**src/rtl/exec_sequencer_pkg.sv**
```systemverilog
// exec_seq_pkg: class codes, FSM state encoding and default unit latencies for exec_sequencer.
package exec_seq_pkg;
  typedef enum logic [1:0] {CLS_ALU = 2'b00, CLS_MUL = 2'b01, CLS_DIV = 2'b10, CLS_FPU = 2'b11} cls_t;
  typedef enum logic [1:0] {ST_IDLE = 2'b00, ST_RUN = 2'b01, ST_DONE = 2'b10} state_t;
  localparam int ALU_LAT_D = 1;
  localparam int MUL_LAT_D = 2;
  localparam int DIV_LAT_D = 33;
  localparam int FPU_LAT_D = 4;
  function automatic int max4(input int a, input int b, input int c, input int d);
    int m;
    m = a > b ? a : b;
    m = m > c ? m : c;
    return m > d ? m : d;
  endfunction
endpackage

```
**src/rtl/exec_sequencer_if.sv**
```systemverilog
// exec_sequencer_if: issue, unit-control and writeback handshake bundle; slave is the sequencer side.
interface exec_sequencer_if;
  logic        issue_valid;
  logic        issue_ready;
  logic [1:0]  issue_class;
  logic [2:0]  issue_funct3;
  logic [4:0]  issue_funct5;
  logic        flush;
  logic [1:0]  unit_sel;
  logic [2:0]  unit_funct3;
  logic [4:0]  unit_funct5;
  logic        unit_start;
  logic [31:0] unit_result;
  logic        result_valid;
  logic        result_ready;
  logic [31:0] result_data;
  logic        busy;
  logic        stall;
  modport master (
    output issue_valid, issue_class, issue_funct3, issue_funct5, flush, unit_result, result_ready,
    input  issue_ready, unit_sel, unit_funct3, unit_funct5, unit_start, result_valid, result_data, busy, stall
  );
  modport slave (
    input  issue_valid, issue_class, issue_funct3, issue_funct5, flush, unit_result, result_ready,
    output issue_ready, unit_sel, unit_funct3, unit_funct5, unit_start, result_valid, result_data, busy, stall
  );
endinterface

```
**src/rtl/exec_lat_counter.sv**
```systemverilog
// exec_lat_counter: loadable down-counter that saturates at zero and flags when it gets there.
module exec_lat_counter #(
  parameter int W = 6
) (
  input  logic         clk,
  input  logic         rst,
  input  logic         load,
  input  logic [W-1:0] load_val,
  input  logic         dec,
  output logic         zero
);
  logic [W-1:0] cnt;
  always_ff @(posedge clk)
    if (rst) cnt <= '0;
    else cnt <= load ? load_val : (dec && cnt != '0) ? cnt - 1'b1 : cnt;
  assign zero = cnt == '0;
endmodule

```
**src/rtl/exec_sequencer.sv**
```systemverilog
// exec_sequencer: single-op issue/completion controller for ALU/MUL/DIV/FPU units.
// Optional EXEC_SEQ_PERF_EN adds perf_ops/perf_stall counters.
module exec_sequencer
  import exec_seq_pkg::*;
#(
  parameter int ALU_LAT = ALU_LAT_D,
  parameter int MUL_LAT = MUL_LAT_D,
  parameter int DIV_LAT = DIV_LAT_D,
  parameter int FPU_LAT = FPU_LAT_D
) (
  input  logic clk,
  input  logic rst,
  exec_sequencer_if.slave bus
`ifdef EXEC_SEQ_PERF_EN
  ,
  output logic [31:0] perf_ops,
  output logic [31:0] perf_stall
`endif
);
  localparam int MAX_LAT = max4(ALU_LAT, MUL_LAT, DIV_LAT, FPU_LAT);
  localparam int CW = MAX_LAT > 1 ? $clog2(MAX_LAT) : 1;
  state_t state;
  logic [1:0] sel;
  logic [2:0] f3;
  logic [4:0] f5;
  logic start, zero, accept;
  logic [31:0] data;
  logic [CW-1:0] lat_m1;
  assign bus.issue_ready = ~bus.flush & (state == ST_IDLE | (state == ST_DONE & bus.result_ready));
  assign accept = bus.issue_valid & bus.issue_ready;
  assign bus.stall = bus.issue_valid & ~bus.issue_ready;
  assign lat_m1 = bus.issue_class == CLS_ALU ? CW'(ALU_LAT - 1) :
                  bus.issue_class == CLS_MUL ? CW'(MUL_LAT - 1) :
                  bus.issue_class == CLS_DIV ? CW'(DIV_LAT - 1) : CW'(FPU_LAT - 1);
  exec_lat_counter #(.W(CW)) u_cnt (
    .clk(clk), .rst(rst), .load(accept), .load_val(lat_m1), .dec(state == ST_RUN), .zero(zero)
  );
  // Accept is tested before retire so a DONE op can hand over to a new op on the same edge.
  always_ff @(posedge clk)
    if (rst) begin
      state <= ST_IDLE;
      sel <= '0;
      f3 <= '0;
      f5 <= '0;
      start <= 1'b0;
      data <= '0;
    end else begin
      start <= accept;
      if (bus.flush) state <= ST_IDLE;
      else if (accept) begin
        state <= ST_RUN;
        sel <= bus.issue_class;
        f3 <= bus.issue_funct3;
        f5 <= bus.issue_funct5;
      end else if (state == ST_RUN && zero) begin
        state <= ST_DONE;
        data <= bus.unit_result;
      end else if (state == ST_DONE && bus.result_ready) state <= ST_IDLE;
    end
  assign bus.unit_sel = sel;
  assign bus.unit_funct3 = f3;
  assign bus.unit_funct5 = f5;
  assign bus.unit_start = start;
  assign bus.result_data = data;
  assign bus.result_valid = state == ST_DONE;
  assign bus.busy = state != ST_IDLE;
`ifdef EXEC_SEQ_PERF_EN
  always_ff @(posedge clk)
    if (rst) begin
      perf_ops <= '0;
      perf_stall <= '0;
    end else begin
      perf_ops <= perf_ops + {31'd0, accept};
      perf_stall <= perf_stall + {31'd0, bus.stall};
    end
`endif
endmodule

```
**src/flat_wrapper.sv**
```systemverilog
// flat-port wrapper written by rule: the top's interface ports become plain ports
module exec_sequencer_flat import exec_seq_pkg::*;
#(
  parameter int ALU_LAT = ALU_LAT_D,
  parameter int MUL_LAT = MUL_LAT_D,
  parameter int DIV_LAT = DIV_LAT_D,
  parameter int FPU_LAT = FPU_LAT_D
)
  (clk, rst, bus_issue_valid, bus_issue_class, bus_issue_funct3, bus_issue_funct5, bus_flush, bus_unit_result, bus_result_ready, bus_issue_ready, bus_unit_sel, bus_unit_funct3, bus_unit_funct5, bus_unit_start, bus_result_valid, bus_result_data, bus_busy, bus_stall);
  exec_sequencer_if bus_i ();
  input  logic clk;
  input  logic rst;
  input wire logic [$bits(bus_i.issue_valid)-1:0] bus_issue_valid;
  input wire logic [$bits(bus_i.issue_class)-1:0] bus_issue_class;
  input wire logic [$bits(bus_i.issue_funct3)-1:0] bus_issue_funct3;
  input wire logic [$bits(bus_i.issue_funct5)-1:0] bus_issue_funct5;
  input wire logic [$bits(bus_i.flush)-1:0] bus_flush;
  input wire logic [$bits(bus_i.unit_result)-1:0] bus_unit_result;
  input wire logic [$bits(bus_i.result_ready)-1:0] bus_result_ready;
  output wire logic [$bits(bus_i.issue_ready)-1:0] bus_issue_ready;
  output wire logic [$bits(bus_i.unit_sel)-1:0] bus_unit_sel;
  output wire logic [$bits(bus_i.unit_funct3)-1:0] bus_unit_funct3;
  output wire logic [$bits(bus_i.unit_funct5)-1:0] bus_unit_funct5;
  output wire logic [$bits(bus_i.unit_start)-1:0] bus_unit_start;
  output wire logic [$bits(bus_i.result_valid)-1:0] bus_result_valid;
  output wire logic [$bits(bus_i.result_data)-1:0] bus_result_data;
  output wire logic [$bits(bus_i.busy)-1:0] bus_busy;
  output wire logic [$bits(bus_i.stall)-1:0] bus_stall;
  assign bus_i.issue_valid = bus_issue_valid;
  assign bus_i.issue_class = bus_issue_class;
  assign bus_i.issue_funct3 = bus_issue_funct3;
  assign bus_i.issue_funct5 = bus_issue_funct5;
  assign bus_i.flush = bus_flush;
  assign bus_i.unit_result = bus_unit_result;
  assign bus_i.result_ready = bus_result_ready;
  assign bus_issue_ready = bus_i.issue_ready;
  assign bus_unit_sel = bus_i.unit_sel;
  assign bus_unit_funct3 = bus_i.unit_funct3;
  assign bus_unit_funct5 = bus_i.unit_funct5;
  assign bus_unit_start = bus_i.unit_start;
  assign bus_result_valid = bus_i.result_valid;
  assign bus_result_data = bus_i.result_data;
  assign bus_busy = bus_i.busy;
  assign bus_stall = bus_i.stall;
  exec_sequencer #(.ALU_LAT(ALU_LAT), .MUL_LAT(MUL_LAT), .DIV_LAT(DIV_LAT), .FPU_LAT(FPU_LAT)) u_core (.clk(clk), .rst(rst), .bus(bus_i));
endmodule
```
**config.mk**
```make
export PLATFORM = sky130hd
export DESIGN_NAME = exec_sequencer_flat
export DESIGN_NICKNAME = d
export VERILOG_FILES = /design/src/rtl/exec_sequencer_pkg.sv /design/src/rtl/exec_sequencer_if.sv /design/src/rtl/exec_lat_counter.sv /design/src/rtl/exec_sequencer.sv /design/src/flat_wrapper.sv
export SDC_FILE = /design/constraint.sdc
export NUM_CORES = 1
export LEC_CHECK = 0
export CAP_MARGIN = 0
export CORE_ASPECT_RATIO = 1.4
export CORE_UTILIZATION = 33
export DETAILED_ROUTE_END_ITERATION = 16
export GPL_TIMING_DRIVEN = 0
export HOLD_SLACK_MARGIN = 0.12
export MAX_ROUTING_LAYER = met4
export PLACE_DENSITY = 0.65
export RECOVER_POWER = 25
export SYNTH_ARGS = -nofsm -noshare
export SYNTH_HDL_FRONTEND = slang
export SYNTH_SLANG_ARGS = --single-unit
export TNS_END_PERCENT = 1
```
**constraint.sdc**
```tcl
create_clock -name clk -period 2.5 [get_ports clk]
set_input_delay 0.75 -clock clk [delete_from_list [all_inputs] [get_ports clk]]
set_output_delay 0.75 -clock clk [all_outputs]
set_load 0.05 [all_outputs]
```
### Word-level counts from Yosys, hierarchy flattened

Index checks and enable logic that the tools add are counted.

* $mul: 0
* divide/modulo/power cells: 0
* eq/ne operators: 4
* $add $sub $neg: 1
* bitwise logic cells: 8
* order comparisons: 0
* reductions and logical operators: 15
* muxes and demuxes: 8
* shifts and indexed selects: 0

Operators with widths (number)
* $mux W6: 5
* $logic_not A6 Y1: 1
* $reduce_bool A2 Y1: 3
* $reduce_bool A6 Y1: 1
* $sub A6 B1 Y6 const B: 1
* $and A1 B1 Y1: 4
* $eq A2 B1 Y1 const B: 2
* $eq A2 B2 Y1 const B: 2
* $logic_not A2 Y1: 2
* $mux W2: 2
* $logic_and A1 B1 Y1: 3
* $not A1 Y1: 3
* $reduce_and A3 Y1: 1
* $reduce_bool A3 Y1: 1
* $reduce_or A3 Y1: 1
* $reduce_and A2 Y1: 1
* $reduce_or A2 Y1: 1
* $mux W1: 1
* $or A1 B1 Y1: 1

* latch bits: 0
* bits in writable memories: 0
* memories: 0
* memory bits (read-only): 0
* flip-flop bits (word level): 51

### Longest topological paths before layout

Gate-level depths: netlist of the first run.

* word-level depth: 7
* gate-level depth with buffers: 9
* gate-level depth less buffers: 6

### By module

From an unflattened synthesis of the first run, not the netlist that was laid out.

* cell total of the unflattened synthesis: 255
* area, all modules: 2336.0 µm²

Modules (own cells, without submodules)
* exec_sequencer: instances 1, area an instance 1928.1 µm², cells each 207
* exec_lat_counter: instances 1, area an instance 407.9 µm², cells each 48

### Worst setup path after synthesis of the first run

Ideal clock, no wire load.

* path kind: in2out
* start: input port bus_result_ready
* end: output port bus_stall
* data arrival time: 2.002 ns
* path slack: -0.252 ns
* cell stages on the path: 3
* required time: 1.750 ns
* path buffers: 0
* path through: nand2b_1 and2_1 nor2b_1

* longest elaborated chain between the ends: 5

Ends and longest elaborated chain
* from (decl): line flat_wrapper.sv:19 `input wire logic [$bits(bus_i.result_ready)-1:0] bus_result_ready;`
* $and A1 B1 Y1: line exec_sequencer.sv:29 `assign bus.issue_ready = ~bus.flush & (state == ST_IDLE | (state == ST_DONE & bus.result_ready));`
* $or A1 B1 Y1: line exec_sequencer.sv:29
* $and A1 B1 Y1: line exec_sequencer.sv:29
* net bus_issue_ready: line flat_wrapper.sv:20 `output wire logic [$bits(bus_i.issue_ready)-1:0] bus_issue_ready;`
* $not A1 Y1: line exec_sequencer.sv:31 `assign bus.stall = bus.issue_valid & ~bus.issue_ready;`
* $and A1 B1 Y1: line exec_sequencer.sv:31
* to (decl): line flat_wrapper.sv:28 `output wire logic [$bits(bus_i.stall)-1:0] bus_stall;`

The timed path passes the listed nets, and every way through them passes these cells.

### Worst setup path after layout of the first run

* start: register u_core.state[1]
* end: output port bus_busy

* longest elaborated chain between the ends: 1

Ends and longest elaborated chain
* from (decl): line exec_sequencer.sv:22 `state_t state;`
* from (signal assigned): line exec_sequencer.sv:41 `state <= ST_IDLE;`
* from (signal assigned): line exec_sequencer.sv:49 `if (bus.flush) state <= ST_IDLE;`
* from (signal assigned): line exec_sequencer.sv:51 `state <= ST_RUN;`
* $reduce_bool A2 Y1: line exec_sequencer.sv:66 `assign bus.busy = state != ST_IDLE;`
* to (decl): line flat_wrapper.sv:27 `output wire logic [$bits(bus_i.busy)-1:0] bus_busy;`

Every way passes these cells.

==> results.txt, run 1 <==
Syn_area_per_cell: 8.24 um^2
Share of cells above drive strength 1: 0.0704
Initial core utilization: 0.341
Global Route Usage Sum: 0.162
Total CTS buffers: 5
Clock sink total: 51
Largest family of logic cells by synthesized area: simple AND/OR/NAND/NOR gates
IO Port Bufs: 93
Hold Crit Class: reg2reg
Bufs and invs on worst path: 1
Top Ports: 94
Worst vdd ir: 0.244 mV
# setup viols final: 0
Max clock buf depth: 2
Mapped cell area: 1990 um^2
Max Fclk: 413 MHz
DR WL/cell: 11.7 um
Crit path launch: u_core.state[1]
Final non-filler cell total: 411
DIE AREA: 6340 um^2
Clock Skew: 0.00387 ns
CTS Hold Bufs: 0
Library cells used by synthesis: 32
Antenna Nets Post-Route: 0
Number of synthesized flops with an enable pin: 0
Outcome: complete, no violations
YS warnings: 0
Post-synth top area cell: dfxtp_1
Final nets: 390
Pre-CTS setup slack: -0.792 ns
Sum Neg Setup Slack: 0 ns
Worst r2r src: u_core.u_cnt.cnt[0]
DRC viols: 0
XOR/XNOR share of the synthesized area: 0.0176
Routability Congestion: 0.782
Slew @ Worst Pin: 0.528 ns
CP max FO: 6
P_leak: 1.12 nW
FF+latch count, synth: 51
Ant. Diodes: 0
Vias: 1899
Post-DP HPWL: 3.70 mm
Pwr dens: 503 nW/um^2
First-pass GRT wire length: 7.63 mm
Slowest stage cell, crit path: clkdlybuf4s50_1
Vias in the first global route: 1742
Mux contribution to synthesized area: 0.00567
Relative slew slack: 0.647
Simple-gate share of the synthesized area: 0.243
Row cnt: 33
Synthesis-to-layout area growth: 56.4%
CP peak stage delay: 0.79 ns
Critical Path RT: 1.75 ns
Final worst slack: 0.0774 ns
Cells after synthesis: 241
Register area share after synthesis: 0.514
Synthesized net count: 290
Yosys top cell area share: 0.514
Routed WL: 4.82 mm
Die W: 67.6 um
Antenna violations before repair: 0
Slack of the worst reg-to-reg path: 0.58 ns
Count of pins over their slew limit: 0
Core Box Area: 5820 um^2
RSZ-0062 raised after global routing: no
Largest delay share family, worst path: buffers and inverters
Setup Crit Path Kind: reg2out
Tcrit/Tclk final: 0.969
Ranking of synthesized cells by area: dfxtp_1, nand2_1, a21oi_1, buf_8, nor2_1
Vias/cell: 4.62
Critical path startpoint category: register
CTS clk-pin slew, worst paths: 0.08 ns
Worst skew pair latency: 0.29 ns
TritonRoute pass-1 iters: 5
Pin count of the biggest net entering global routing: 15
Total congestion overflow: 0
Commonest cells post-synth: nand2_1, dfxtp_1, a21oi_1
Adder-cell share of the synthesized area: 0.0126
Placed insts: 404
Die height: 93.8 um
CP Capture Type: output pin
Crit path cell chain: or2_2, clkdlybuf4s50_1
H-tree depth: 2
Count leader, synth: nand2_1
Worst hold start: u_core.bus.result_data[7]
Max-cap violations: 0
CTS tree: built
Crit path DAT: 1.67 ns
Async SR Flop Fraction: 0
Root Buffer: clkbuf_8
Crit path time final: 2.42 ns
Final hold vios: 0
First DRT Iteration DRCs: 70
Post-synthesis compound-gate area fraction: 0.145
Synth Flop Type: dfxtp_1
[power by group]
group          total (mW)  switching [mW]  internal, mW
Combinational       0.260           0.138         0.122
Sequential          0.841          0.0104         0.830
Clock               0.462           0.245         0.217
[path summary, 6_finish.rpt]
kind	to	depth (start not counted)
worst max register to register	u_core.bus.result_data[3]	9
worst min register to register	u_core.bus.result_data[7]	2
worst min-delay path	u_core.bus.result_data[7]	2
worst max-delay path	bus_busy	2
[per-stage QoR]
stage / utilization / total power, mW / hold WS (ns) / area (um^2)
3_3_place_gp: 0.517 / 1.12 / 0.441 / 3010
5_1_grt: 0.534 / 1.64 / 0.475 / 3110
3_5_place_dp: 0.517 / 1.12 / 0.446 / 3010
2_1_floorplan: - / 0.994 / 0.489 / 1990
4_1_cts: 0.533 / 1.59 / 0.458 / 3100
6_report: 0.534 / 1.56 / 0.456 / 3110
[what timing repair did]
item                       CTS  global route
buffers inserted             0             0
gates resized for setup     15             3
cloned                       0             0
setup endpoints to repair    2             2
[layout by cell type, fill, tap and decap left out, types with 3 or more instances in the layout]
| cell type | instances |
|---|---|
| buf_6 | 3 |
| buf_8 | 3 |
| clkbuf_8 | 6 |
| clkbuf_1 | 8 |
| xor2_1 | 4 |
| clkdlybuf4s50_1 | 87 |
| dfxtp_1 | 51 |
| nor2_1 | 11 |
| inv_1 | 3 |
| a21oi_1 | 42 |
| nand2_1 | 84 |
| buf_2 | 3 |
[registers in the layout, indices dropped and copies added (netlist names)]
name	count
u_core.bus.unit_funct3	3
u_core.bus.unit_start	1
u_core.bus.unit_sel	2
u_core.state	2
u_core.bus.unit_funct5	5
u_core.bus.result_data	32
u_core.u_cnt.cnt	6
[layout make-up]
class | count | area (um^2)
inverters | 3 | 11.3
clock buffers | 6 | 82.6
well taps | 70 | 87.6
multi-input cells | 171 | 855
clock inverters | 1 | 5.00
fillers | 587 | 2710
repair buffers | 93 | 933
flip-flops and latches | 51 | 1020
plain buffers | 16 | 113
[worst min-delay path, stage by stage, from the launching register on]
cell and delay [ns]:
dfxtp_1 0.31, nand2_1 0.05, a21oi_1 0.05
[routing by layer]
layer,part of all wire,GRT usage,wire length (um)
met5,0,-,0
met4,0.013,0.0532,62
met3,0.056,0.0376,271
met2,0.52,0.290,2530
met1,0.41,0.169,1960
[kinds of logic (layout without fill, tap and decap cells)]
kind of cell	after synthesis	after routing
simple gates	111	111
compound gates	53	53
flops	51	51
buf+inv	19	119
xor+xnor	4	4
fa+ha+maj	2	2
mux	1	1
(Power assumes the default switching activity.)
==> run 2, diff against run 1 <==
--- a/config.mk
+++ b/config.mk
@@ -7,12 +7,12 @@
 export LEC_CHECK = 0
 export CAP_MARGIN = 0
 export CORE_ASPECT_RATIO = 1.4
-export CORE_UTILIZATION = 33
+export CORE_UTILIZATION = 40
 export DETAILED_ROUTE_END_ITERATION = 16
 export GPL_TIMING_DRIVEN = 0
 export HOLD_SLACK_MARGIN = 0.12
 export MAX_ROUTING_LAYER = met4
-export PLACE_DENSITY = 0.65
+export PLACE_DENSITY = 0.77
 export RECOVER_POWER = 25
 export SYNTH_ARGS = -nofsm -noshare
 export SYNTH_HDL_FRONTEND = slang
==> run 2 against run 1 <==
Sequential share of layout area increased by 0.17 points. Global-route usage increased by 4.4 points. First-iteration DRC count decreased by 27%. Non-clock buffer count unchanged. Total power increased by 8.1%. Critical path depth increased by 3. Critical path type is now in2out. Maximum frequency increased by 0.90%. Sequential power about the same. Core utilization increased by 11 points. Final area decreased by 0.52%. Critical endpoint is now bus_stall. Die area decreased by 17%. Worst setup slack improved by 0.022 ns.
==> results.txt, run 2 (synthesized netlist as in run 1, its figures left out) <==
Clock Skew: 0.00753 ns (was 0.00387 ns)
Initial core utilization: 0.414 (was 0.341)
CP Capture Type: output pin (unchanged)
Antenna Nets Post-Route: 0 (unchanged)
Pre-CTS setup slack: -0.793 ns (was -0.792 ns)
Clock sink total: 51 (unchanged)
Hold worst-path end: u_core.bus.result_data[29] (was u_core.bus.result_data[7])
Relative slew slack: 0.635 (was 0.647)
Die W: 61.6 um (was 67.6 um)
Vias/cell: 4.72 (was 4.62)
Worst hold start: u_core.bus.result_data[29] (was u_core.bus.result_data[7])
DIE AREA: 5260 um^2 (was 6340 um^2)
Area of the multi-input gates: 851 um^2 (was 855 um^2)
Root Buffer: clkbuf_8 (unchanged)
Reg2reg end: u_core.bus.result_data[3] (unchanged)
Slack of the worst reg-to-reg path: 0.30 ns (was 0.58 ns)
Max reg flops: 32 (unchanged)
CTS tree: built (unchanged)
Die height: 85.4 um (was 93.8 um)
Global Route Usage Sum: 0.206 (was 0.162)
Tcrit/Tclk final: 0.960 (was 0.969)
First-pass GRT wire length: 7.91 mm (was 7.63 mm)
CTS Hold Bufs: 0 (unchanged)
Pin count of the biggest net entering global routing: 16 (was 15)
Worst reg2reg path depth: 9 (unchanged)
First DRT Iteration DRCs: 51 (was 70)
Total CTS buffers: 5 (unchanged)
Critical path startpoint category: input port (was register)
Placed Area: 3000 um^2 (was 3010 um^2)
Design area: 3090 um^2 (was 3110 um^2)
Ant. Diodes: 0 (unchanged)
Final hold vios: 0 (unchanged)
IO Port Bufs: 93 (unchanged)
Tot Pwr: 1.69 mW (was 1.56 mW)
Vias in the first global route: 1768 (was 1742)
Vias: 1918 (was 1899)
# setup viols final: 0 (unchanged)
Final nets: 390 (unchanged)
Synthesis-to-layout area growth: 55.6% (was 56.4%)
P_leak: 1.13 nW (was 1.12 nW)
Share of cells above drive strength 1: 0.0702 (was 0.0704)
Slew @ Worst Pin: 0.547 ns (was 0.528 ns)
Critical Path RT: 1.75 ns (about the same)
Setup Crit Path Kind: in2out (was reg2out)
WHS Path Cells: 2 (unchanged)
WHS: 0.456 ns (about the same)
Count of pins over their slew limit: 0 (unchanged)
Routed WL: 5.01 mm (was 4.82 mm)
Max Fclk: 416 MHz (was 413 MHz)
Pwr dens: 547 nW/um^2 (was 503 nW/um^2)
Max-cap violations: 0 (unchanged)
H-tree depth: 2 (unchanged)
Antenna violations before repair: 0 (unchanged)
Crit path DAT: 1.65 ns (was 1.67 ns)
RSZ-0062 raised after global routing: no (unchanged)
Crit path time final: 2.40 ns (was 2.42 ns)
CTS clk-pin slew, worst paths: 0.09 ns (was 0.08 ns)
Most frequent cells in the layout: clkdlybuf4s50_1, nand2_1, dfxtp_1, a21oi_1, nor2_1 (unchanged)
TritonRoute pass-1 iters: 6 (was 5)
Total congestion overflow: 0 (unchanged)
Post-DP HPWL: 3.74 mm (was 3.70 mm)
Final worst slack: 0.0990 ns (was 0.0774 ns)
Commonest non-fill, non-tap cell in the layout: clkdlybuf4s50_1 (unchanged)
DR WL/cell: 12.3 um (was 11.7 um)
CP max FO: 5 (was 6)
FF+latch area: 1020 um^2 (unchanged)
Row cnt: 30 (was 33)
Top Ports: 94 (unchanged)
Worst skew pair latency: 0.30 ns (was 0.29 ns)
Worst r2r src: u_core.u_cnt.cnt[0] (unchanged)
Routability Congestion: 0.776 (was 0.782)
Core Box Area: 4800 um^2 (was 5820 um^2)
Outcome: complete, no violations (unchanged)
Max clock buf depth: 2 (unchanged)
DRC viols: 0 (unchanged)
Worst vdd ir: 0.510 mV (was 0.244 mV)
Fillcell total: 454 (was 587)
Hold Crit Class: reg2reg (unchanged)
## run 2: cell types whose count changed in the layout (fill, tap and decap cells not counted)
cell,change
clkbuf_1,+1
or4b_4,-1
clkbuf_2,+3
buf_6,-1
buf_8,-3
clkdlybuf4s50_1,-1
dlymetal6s2s_1,+1
or4b_2,+1
bufinv_16,+1
## run 2: worst max path at each step
stage                                 from          endpoint  slack, ns  depth (start not counted)
after floorplan           bus_result_ready         bus_stall      0.002                          3
after global placement           bus_flush         bus_stall      -0.78                          5
after CTS                  u_core.state[1]  bus_result_valid       0.01                          2
final                            bus_flush         bus_stall        0.1                          5
after detailed placement         bus_flush         bus_stall      -0.79                          5
after global routing             bus_flush         bus_stall       0.05                          5
## run 2: critical path: stages
cell and delay, ns:
dlygate4sd2_1 0.33, nor2_1 0.11, and2_4 0.18, nor2b_2 0.11, buf_6 0.16
## run 2: final cells by class
| cell class | instances | share of cell area |
|---|---|---|
| Sequential cell | 51 | 0.330 |
| Clock buffer | 6 | 0.0267 |
| Timing Repair Buffer | 93 | 0.303 |
| Clock inverter | 2 | 0.0113 |
| Inverter | 3 | 0.00364 |
| Buffer | 16 | 0.0243 |
| Tap cell | 64 | 0.0259 |
| Multi-Input combinational cell | 171 | 0.275 |
## run 2: through the flow
stage | std cells | setup TNS (ns) | utilization
after global routing | 406 | 0 | 0.643
final | 406 | 0 | 0.643
after CTS | 406 | 0 | 0.651
after global placement | 398 | -1.49 | 0.624
after floorplan | 241 | 0 | -
after detailed placement | 398 | -1.51 | 0.624
## run 2: report_power, final
group | switching, mW | internal, mW
registers | 0.0104 | 0.831
clock network | 0.267 | 0.324
logic | 0.139 | 0.120
total | 0.416 | 1.27
## run 2: repair_timing
item / CTS / global route
gates resized for setup: 16 / 3
pin swaps: 0 / 0
endpoints found under the setup margin: 2 / 3
hold endpoints to repair: 0 / 0
setup buffers: 0 / 0
## run 2: routing by layer
layer	part of all wire	vias to the layer above	global-route usage
li1	-	983	-
met1	0.40	865	0.220
met2	0.53	61	0.357
met3	0.055	9	0.0473
met4	0.017	0	0.0768
met5	0	-	-
